<file path="src/rtl/instr_fetch_queue.sv">
// rtl/instr_fetch_queue.sv - in-order instruction fetch queue between imem and the control-unit LUT
// Optional feature macro: IFQ_ILLEGAL_CHECK_EN (flag heads that are not 32-bit encodings)
module instr_fetch_queue #(
    parameter int          DEPTH    = 4,
    parameter logic [31:0] RESET_PC = 32'h0000_0000
) (
    input  logic        clk,
    input  logic        rst_n,
    output logic        imem_req,
    output logic [31:0] imem_addr,
    input  logic        imem_gnt,
    input  logic        imem_rvalid,
    input  logic [31:0] imem_rdata,
    input  logic        redirect,
    input  logic [31:0] redirect_pc,
    input  logic        stall,
    output logic        dec_valid,
    output logic [31:0] dec_pc,
    output logic [31:0] dec_instr,
    output logic [6:0]  opcode,
    output logic [2:0]  func3,
    output logic [6:0]  func7,
    output logic        En,
    output logic        illegal
);
    localparam int CW = $clog2(DEPTH + 1);
    localparam int AW = $clog2(DEPTH);
    localparam logic [CW-1:0] FULL     = CW'(DEPTH);
    localparam logic [CW:0]   CREDITS  = (CW + 1)'(DEPTH);

    logic [31:0]   r_fetch_pc;
    logic [31:0]   r_resp_pc;
    logic [CW-1:0] r_count;
    logic [CW-1:0] r_outstanding;
    logic [CW-1:0] r_drop;
    logic [AW-1:0] r_rd_ptr;
    logic [AW-1:0] r_wr_ptr;
    logic [31:0]   r_pc_mem    [DEPTH];
    logic [31:0]   r_instr_mem [DEPTH];

    logic [CW:0]   w_credit_used;
    logic [31:0]   w_redirect_pc;
    logic          w_grant;
    logic          w_push;
    logic          w_pop;
    logic [CW-1:0] w_inflight_after;

    assign w_redirect_pc    = redirect_pc & 32'hFFFF_FFFC;
    assign w_credit_used    = {1'b0, r_count} + {1'b0, r_outstanding};
    assign imem_req         = rst_n && !redirect && (w_credit_used < CREDITS);
    assign imem_addr        = r_fetch_pc;
    assign w_grant          = imem_req && imem_gnt;
    assign w_push           = imem_rvalid && (r_drop == '0);
    assign w_pop            = dec_valid && !stall;
    assign w_inflight_after = r_outstanding - CW'(imem_rvalid);

    // Non-dropped responses are always the sequential continuation of the
    // last redirect target, so a running PC replaces a per-request tag FIFO.
    always_ff @(posedge clk) begin
        if (!rst_n) begin
            r_fetch_pc    <= RESET_PC;
            r_resp_pc     <= RESET_PC;
            r_count       <= '0;
            r_outstanding <= '0;
            r_drop        <= '0;
            r_rd_ptr      <= '0;
            r_wr_ptr      <= '0;
        end else if (redirect) begin
            r_fetch_pc    <= w_redirect_pc;
            r_resp_pc     <= w_redirect_pc;
            r_count       <= '0;
            r_rd_ptr      <= '0;
            r_wr_ptr      <= '0;
            r_outstanding <= w_inflight_after;
            r_drop        <= w_inflight_after;
        end else begin
            if (w_grant) begin
                r_fetch_pc <= r_fetch_pc + 32'd4;
            end
            r_outstanding <= r_outstanding + CW'(w_grant) - CW'(imem_rvalid);
            if (imem_rvalid && (r_drop != '0)) begin
                r_drop <= r_drop - CW'(1);
            end
            if (w_push) begin
                r_wr_ptr  <= r_wr_ptr + AW'(1);
                r_resp_pc <= r_resp_pc + 32'd4;
            end
            if (w_pop) begin
                r_rd_ptr <= r_rd_ptr + AW'(1);
            end
            r_count <= r_count + CW'(w_push) - CW'(w_pop);
        end
    end

    always_ff @(posedge clk) begin
        if (rst_n && !redirect && w_push) begin
            r_pc_mem[r_wr_ptr]    <= r_resp_pc;
            r_instr_mem[r_wr_ptr] <= imem_rdata;
        end
    end

    assign dec_valid = (r_count != '0);
    assign dec_pc    = dec_valid ? r_pc_mem[r_rd_ptr] : 32'd0;
    assign dec_instr = dec_valid ? r_instr_mem[r_rd_ptr] : 32'd0;
    assign opcode    = dec_instr[6:0];
    assign func3     = dec_instr[14:12];
    assign func7     = dec_instr[31:25];

`ifdef IFQ_ILLEGAL_CHECK_EN
    assign illegal = dec_valid && (dec_instr[1:0] != 2'b11);
`else
    assign illegal = 1'b0;
`endif
    assign En = dec_valid && !illegal;

    // Credits bound count + outstanding, so a full queue never sees a push.
    assert property (@(posedge clk) disable iff (!rst_n)
                     !(w_push && !redirect && (r_count == FULL)));

endmodule

</file>
<file path="config.mk">
export PLATFORM = sky130hd
export DESIGN_NAME = instr_fetch_queue
export DESIGN_NICKNAME = d
export VERILOG_FILES = /design/src/rtl/instr_fetch_queue.sv
export SDC_FILE = /design/constraint.sdc
export NUM_CORES = 1
export LEC_CHECK = 0
export ABC_AREA = 1
export CORE_AREA = 2 2 185 187
export CTS_BUF_LIST = sky130_fd_sc_hd__clkbuf_8
export DETAILED_ROUTE_END_ITERATION = 12
export DIE_AREA = 0 0 187 189
export PLACE_DENSITY = 0.78
export SLEW_MARGIN = 20
export SYNTH_ARGS = -nofsm -noshare
export SYNTH_HDL_FRONTEND = slang
export SYNTH_SLANG_ARGS = --single-unit
export TNS_END_PERCENT = 100
</file>
<file path="constraint.sdc">
create_clock -name clk -period 5.5 [get_ports clk]
set_input_delay 0.55 -clock clk [delete_from_list [all_inputs] [get_ports clk]]
set_output_delay 0.55 -clock clk [all_outputs]
set_load 0.05 [all_outputs]
</file>
# Word-level counts from Yosys, hierarchy flattened
# Memory sizes are Yosys's and may differ from the RTL's. A register that Yosys moved wholly into a read port is not among the register bits.
# Cells that the tools add are included.
# totals
n_memories	2
in_bits	70
ram_bits	256
elab_cells	55
reg_bits	77
# op_classes
magnitude_cmp	1
n_reduce_logical	16
n_addsub	11
bitwise_logic	1
n_mux	15
# memory_table
name	words	width	read_ports	rd_clocked_by_memory_dff	wr	line	text
r_instr_mem	4	32	1	1	1	39	logic [31:0] r_instr_mem [DEPTH];
r_pc_mem	4	32	1	1	1	38	logic [31:0] r_pc_mem [DEPTH];
# op_table
op	count
32-bit two-way mux	6
32-bit by 3-bit adder with 32-bit output (second input constant)	2
3-bit two-way mux	3
3-bit by 1-bit subtractor with 3-bit output	3
2-bit two-way mux	4
1-bit logical AND	7
3-bit by 1-bit adder with 3-bit output	2
2-bit nonzero test	3
3-bit nonzero test	2
2-bit by 1-bit adder with 2-bit output (second input constant)	2
3-bit by 3-bit adder with 4-bit output	1
4-bit by 3-bit < comparator with 1-bit output (second input constant)	1
3-bit logical NOT	1
3-bit by 1-bit subtractor with 3-bit output (second input constant)	1
1-bit logical NOT	2
1-bit two-way mux	2
2-bit OR reduction	1
1-bit NOT	1

# Logic depth before layout (Yosys ltp)
# Gate-level depths: netlist of the first run.
# depth
depth_word	7
ltp_mapped	13
mapped_depth_nobuf	12

# Worst setup path after synthesis of the first run
# Ideal clock, no wire load.
# synth_path
path_kind	input-to-reg
start	in redirect
end	mem r_instr_mem[0][0], enable pin
stages	7
n_path_buf	2
required_time_ps	5018
path_slack_ps	1219
arrival_ps	3799
path_cell_list	buf_6 -> nor2_4 -> inv_2 -> nor2_2 -> inv_2 -> buf_2 -> nor2_1
# synth_via
elab_chain_cells	5
# synth_rtl
element	line	text
start: declaration	14	input logic redirect,
1-bit logical NOT	96	if (rst_n && !redirect && w_push) begin
1-bit logical AND (2 in series)	96	
1-bit two-way mux	96	
1-bit two-way mux (not written as such)	98	r_instr_mem[r_wr_ptr] <= imem_rdata;
end: declaration	39	
# Every way passes these cells.

==> impl_metrics.json, run 1 <==
{
  "p_clk_share_pct": 34.3,
  "internal-power_mw": 3.98,
  "cts_buffer_depth": 3,
  "worst_pin_slew_ps": 1030,
  "synth_cell_types": 42,
  "critical_path_arrival_ps": 3530,
  "crit_type": "reg -> out",
  "synthFlopType": "edfxtp_1",
  "gp_congestion": 0.865,
  "fillCellCount": 2890,
  "drt-vias-per-instance": 5.25,
  "power.share.switching_pct": 29.4,
  "critical_path.cell_chain": "buf_4 > nor2_1 > nor2_1 > o21ai_0 > a21oi_1 > clkdlybuf4s50_1",
  "cts_setup_buffers": 0,
  "numCtsBuffers": 52,
  "hp-class": "reg -> reg",
  "critPathTopFamily": "buffers and inverters",
  "synth_seq_area_share_pct": 60.1,
  "drv_cap": 0,
  "route.detailed.drc": 0,
  "track_usage_pct": 20.4,
  "die_area_um2": 35300,
  "postCtsHoldBufs": 0,
  "port_buffers": 179,
  "insertion_delay_ps": 600,
  "drtAntennaViolNets": 0,
  "drt-total-wl_um": 37100,
  "maxSlewHeadroom_pct": 31.3,
  "netlist_area_um2": 14900,
  "design_area_um2": 17900,
  "max_stage_delay_ps": 860,
  "peakVddDrop_v": 0.000151,
  "avgSynthCellArea_um2": 9.30,
  "p_leak_nw": 6.42,
  "fp-row-count": 67,
  "drv_slew": 0,
  "synthCells": 1602,
  "wl_per_cell_um": 16.5,
  "preCtsSetupSlack_ps": 1670,
  "num_antenna_cells": 0,
  "gr-total-overflow": 0,
  "hold_viol_final": 0,
  "nets": 1844,
  "required_ps": 4950,
  "layout-drive-gt1-share_pct": 7.07,
  "dp_hpwl_um": 23100,
  "synth_area_leaders": "edfxtp_1 (50%), dfxtp_1 (10%), nor2_1 (9.0%)",
  "core_um2": 33300,
  "switching_power_mw": 1.66,
  "multiInputGateArea_um2": 5050,
  "fin_crit_ps": 4080,
  "pwr-share-comb_pct": 16.5,
  "grt_max_degree": 90,
  "cp_max_fo": 89,
  "ctsResizeCount": 0,
  "syn_to_final_growth_pct": 20.3,
  "postLayoutSetupSlackWorst_ps": 1420,
  "drt_iter0_drc": 938,
  "cp_num_buf_inv": 2,
  "die_width_um": 187,
  "fin_tns_setup_ps": 0,
  "via_count": 11800,
  "grt_pass1_wl_um": 57800,
  "cts_tree": "built",
  "firstDrtPassIters": 8,
  "die_y_um": 189,
  "synth-edff-count": 248,
  "post-route-period-util_pct": 74.2,
  "io_pins": 187,
  "crit_path_start_kind": "flop",
  "slowest_stage": "clkdlybuf4s50_1",
  "synth_top_area_share_pct": 50.0,
  "ys_warn_count": 0,
  "async_reset_ff_share_pct": 0,
  "fmax_ghz": 0.245,
  "synth.ff_latch_count": 323,
  "seq_area_um2": 8950,
  "grt_pass1_vias": 11400,
  "end_kind": "output pin",
  "whs_ps": 471,
  "p_per_area_nw_per_um2": 314,
  "grt_setup_unrepaired": "no",
  "setup_violations": 0,
  "cts.sinks": 323,
  "clk_pin_slew_worst_paths_ps": 60,
  "reg2reg_setup_slack_ps": 2560,
  "fin_skew_ps": 47.8,
  "cpMostUsedCell": "nor2_1",
  "antenna_found_initial": 0,
  "yosys.area.top_type": "edfxtp_1",
  "status": "completed",
  "placed_area_um2": 16900,
  "seqPwrFrac_pct": 49.2,
  "initial_core_util_pct": 44.8,
  "h-tree-depth": 2,
  "cts_root_buffer": "clkbuf_8"
}
[worst reg2reg max path: cells and delay by family (launching register included)]
| kind | cells | cell delay, ps |
|---|---|---|
| buffers and inverters | 3 | 650 |
| adder cells (fa/ha/maj) | 1 | 170 |
| flip-flops | 1 | 320 |
| AND/OR/NAND/NOR | 3 | 1420 |
[synthesized netlist by cell type, types with 16 or more instances]
library cell  instances
inv_1               107
ha_1                 16
o21ai_1              17
a21oi_1             113
buf_4                24
buf_2                19
o21ai_0             163
clkbuf_1             44
nand3_1              72
edfxtp_1            248
nand2_1             249
nor2_1              357
dfxtp_1              75
[cell families after synthesis]
| group | count (synthesis) | synth area share (%) |
|---|---|---|
| fa+ha+maj | 18 | 1.61 |
| compound gates | 309 | 10.6 |
| buf+inv | 209 | 6.33 |
| flops | 323 | 60.1 |
| other cells | 1 | 0.0252 |
| mux | 2 | 0.134 |
| xor+xnor | 14 | 0.823 |
| simple gates | 726 | 20.4 |
[area by class of cell]
cell class / count / share of cell area [%]
Clock buffer: 56 / 4.30
Clock inverter: 39 / 1.14
Inverter: 114 / 2.43
Multi-Input combinational cell: 1074 / 28.2
Sequential cell: 323 / 50.0
Tap cell: 448 / 3.13
Timing Repair Buffer: 191 / 10.9
[power groups by stage]
stage	Combinational (mW)	Sequential, mW	Clock, mW
global placement	0.912	2.82	0
floorplan	0.582	2.85	0
finish	0.929	2.77	1.93
global route	0.989	2.78	2.09
CTS	0.930	2.77	1.96
detailed placement	0.927	2.82	0
[per-stage QoR]
step / power (mW) / util [%] / instances
2_1_floorplan: 3.43 / - / 1606
4_1_cts: 5.66 / 53.8 / 2245
3_3_place_gp: 3.73 / 50.9 / 2150
6_report: 5.63 / 53.8 / 2245
3_5_place_dp: 3.75 / 50.9 / 2150
5_1_grt: 5.86 / 53.8 / 2245
[state kept, by name, summed over array words and instances, names as in the netlist, named ones only]
| signal | flops |
|---|---|
| imem_addr | 30 |
| r_count | 3 |
| r_drop | 3 |
| r_instr_mem | 128 |
| r_outstanding | 3 |
| r_pc_mem | 120 |
| r_rd_ptr | 2 |
| r_resp_pc | 30 |
| r_wr_ptr | 2 |
[metal layers]
| metal | global-route usage [%] | up-vias | wire, um |
|---|---|---|---|
| li1 | - | 5655 | - |
| met1 | 27.3 | 5487 | 15600 |
| met2 | 33.6 | 571 | 17200 |
| met3 | 3.99 | 68 | 3500 |
| met4 | 6.29 | 0 | 728 |
| met5 | 0 | - | 0 |
[cells in the final DEF (no fill, tap or decap), types with 3 or more instances in the layout]
cell,instances
edfxtp_1,248
nand3b_1,3
a31oi_1,9
o21ai_1,17
nor2_4,13
clkinv_1,11
clkinv_2,8
xor2_1,9
inv_1,124
inv_2,5
ha_1,16
a21oi_1,113
clkbuf_8,56
clkdlybuf4s50_1,179
buf_12,5
nand3_1,72
nor2_1,353
xnor2_1,5
nand4_1,7
nand2_2,6
o21bai_1,3
conb_1,5
dfxtp_1,73
nand2_1,249
nor3_2,4
nor2_2,9
o21ai_0,163
buf_4,7
[path summary, 6_finish.rpt]
kind / start / to / depth (start not counted)
max: flop / dec_pc[18] / 6
min: r_rd_ptr[1]$_SDFFE_PP0P_ / flop / 2
max reg2reg: r_drop[0]$_SDFFE_PN0P_ / r_instr_mem[0][13]$_DFFE_PP_ / 7
min reg2reg: r_rd_ptr[1]$_SDFFE_PP0P_ / flop / 2
No activity file was read; power rests on OpenSTA's default activity.
==> run 2, diff against run 1 <==
--- a/config.mk
+++ b/config.mk
@@ -10,7 +10,7 @@
 export CTS_BUF_LIST = sky130_fd_sc_hd__clkbuf_8
 export DETAILED_ROUTE_END_ITERATION = 12
 export DIE_AREA = 0 0 187 189
-export PLACE_DENSITY = 0.78
+export PLACE_DENSITY = 0.8
 export SLEW_MARGIN = 20
 export SYNTH_ARGS = -nofsm -noshare
 export SYNTH_HDL_FRONTEND = slang
==> constraint.sdc (replaced) <==
create_clock -name clk -period 3.65 [get_ports clk]
set_input_delay 0.365 -clock clk [delete_from_list [all_inputs] [get_ports clk]]
set_output_delay 0.365 -clock clk [all_outputs]
set_load 0.05 [all_outputs]
==> impl_metrics.json, run 2 (synthesis results as in run 1) <==
{
  "status": "completed",
  "gp_congestion": 0.885,
  "p_per_area_nw_per_um2": 481,
  "die_y_um": 189,
  "post-route-util_pct": 53.7,
  "peakVddDrop_v": 0.000331,
  "p_total_mw": 8.60,
  "top_regs": "r_instr_mem x128, r_pc_mem x120",
  "hold_start": "imem_rdata[0]",
  "post-route-period-util_pct": 91.2,
  "h-tree-depth": 2,
  "ctsResizeCount": 0,
  "port_buffers": 179,
  "postCtsHoldBufs": 0,
  "drt-total-wl_um": 36800,
  "layout-drive-gt1-share_pct": 10.8,
  "antenna_found_initial": 1,
  "crit_type": "reg -> out",
  "drv_cap": 0,
  "dp_hpwl_um": 23000,
  "via_count": 11900,
  "syn_to_final_growth_pct": 20.0,
  "fillCellCount": 2872,
  "hold_viol_final": 0,
  "route.detailed.drc": 0,
  "initial_core_util_pct": 44.8,
  "seq_area_um2": 8950,
  "regMostFlops": "r_instr_mem",
  "drt-vias-per-instance": 5.27,
  "ff2ff_path_depth": 12,
  "timing.rr.start": "r_count[1]$_SDFF_PP0_",
  "cts_setup_buffers": 0,
  "firstDrtPassIters": 6,
  "p_leak_nw": 6.61,
  "cts_tree": "built",
  "grt_setup_unrepaired": "no",
  "grt_max_degree": 89,
  "cp_max_fo": 87,
  "grt_pass1_wl_um": 57000,
  "maxSlewHeadroom_pct": 37.1,
  "layout.cells.non_filler": 2252,
  "worst_pin_slew_ps": 943,
  "setup_violations": 0,
  "gr-total-overflow": 0,
  "reg2reg_setup_slack_ps": 890,
  "nets": 1849,
  "whs_ps": 402,
  "die_width_um": 187,
  "cts_root_buffer": "clkbuf_8",
  "clk_pin_slew_worst_paths_ps": 60,
  "track_usage_pct": 20.1,
  "fmax_ghz": 0.300,
  "drt_iter0_drc": 1006,
  "required_ps": 3280,
  "grt_pass1_vias": 11100,
  "fin_skew_ps": 31.8,
  "num_antenna_cells": 0,
  "die_area_um2": 35300,
  "wl_per_cell_um": 16.3,
  "crit_path_start_kind": "flop",
  "cts_buffer_depth": 3,
  "multiInputGateArea_um2": 5050,
  "numCtsBuffers": 51,
  "fin_crit_ps": 3330,
  "insertion_delay_ps": 600,
  "hold_end": "r_instr_mem[0][0]$_DFFE_PP_",
  "fp-row-count": 67,
  "cts.sinks": 323,
  "final_cell_mix": "nor2_1 (353), nand2_1 (249), edfxtp_1 (248), o21ai_0 (163), inv_1 (125)",
  "dp_cells": 2156,
  "end_kind": "output pin",
  "drv_slew": 0,
  "r2r-end": "r_outstanding[2]$_SDFF_PN0_",
  "io_pins": 187,
  "hold_depth": 1,
  "layout.cells.most_common": "nor2_1",
  "critical_path_arrival_ps": 2960,
  "drtAntennaViolNets": 0,
  "core_um2": 33300,
  "hp-class": "in -> reg",
  "largest_register_ff_count": 128
}
==> run 2: changes by cell type in the layout (fill, tap and decap cells not counted), sizes merged <==
cell	change
buf	+72
clkdlybuf4s50	-66
clkbuf	-4
bufinv	+3
clkinv	+2
==> run 2: power by group <==
part / switching, mW / internal, mW / total [mW]
combinational: 0.963 / 0.424 / 1.39
sequential: 0.123 / 4.06 / 4.18
clock: 1.41 / 1.62 / 3.03
==> run 2: per-layer routing <==
metal	wire length, um	share of wire, %	global-route usage, %	vias to the layer above
met3	3390	9.2	3.48	61
met5	0	0	0	-
met2	17200	47	33.0	588
li1	-	-	-	5664
met4	681	1.9	6.01	0
met1	15500	42	27.6	5544
==> run 2: per-stage QoR <==
step	setup TNS (ps)	cell area, um^2	setup WS [ps]
floorplan	-139200	14900	-561
global placement	0	16900	505
detailed placement	0	16900	483
CTS	0	17900	303
global route	0	17900	131
finish	0	17900	320
==> run 2: cell type report <==
class                           count  area share (%)
Sequential cell                   323            50.1
Multi-Input combinational cell   1074            28.2
Timing Repair Buffer              197            10.4
Clock buffer                       52            4.00
Tap cell                          448            3.14
Inverter                          114            2.44
Clock inverter                     44            1.68
==> run 2: worst max-delay path: stages (launching register included) <==
cell     delay, ps
dfxtp_4        620
buf_4          790
nor2_1         110
nor2_1         120
o21ai_0        100
a21oi_1        320
buf_4          270
==> run 2: worst max path at each step <==
stage | from | slack, ps | endpoint | cells past startpoint
6_report | flop | 320 | dec_pc[12] | 6
5_1_grt | flop | 130 | dec_instr[26] | 6
4_1_cts | flop | 300 | dec_pc[18] | 6
3_5_place_dp | redirect | 480 | r_outstanding[2]$_SDFF_PN0_ | 12
3_3_place_gp | redirect | 500 | r_outstanding[2]$_SDFF_PN0_ | 12
2_1_floorplan | r_drop[0]$_SDFFE_PN0P_ | -560 | r_instr_mem[0][0]$_DFFE_PP_ | 8
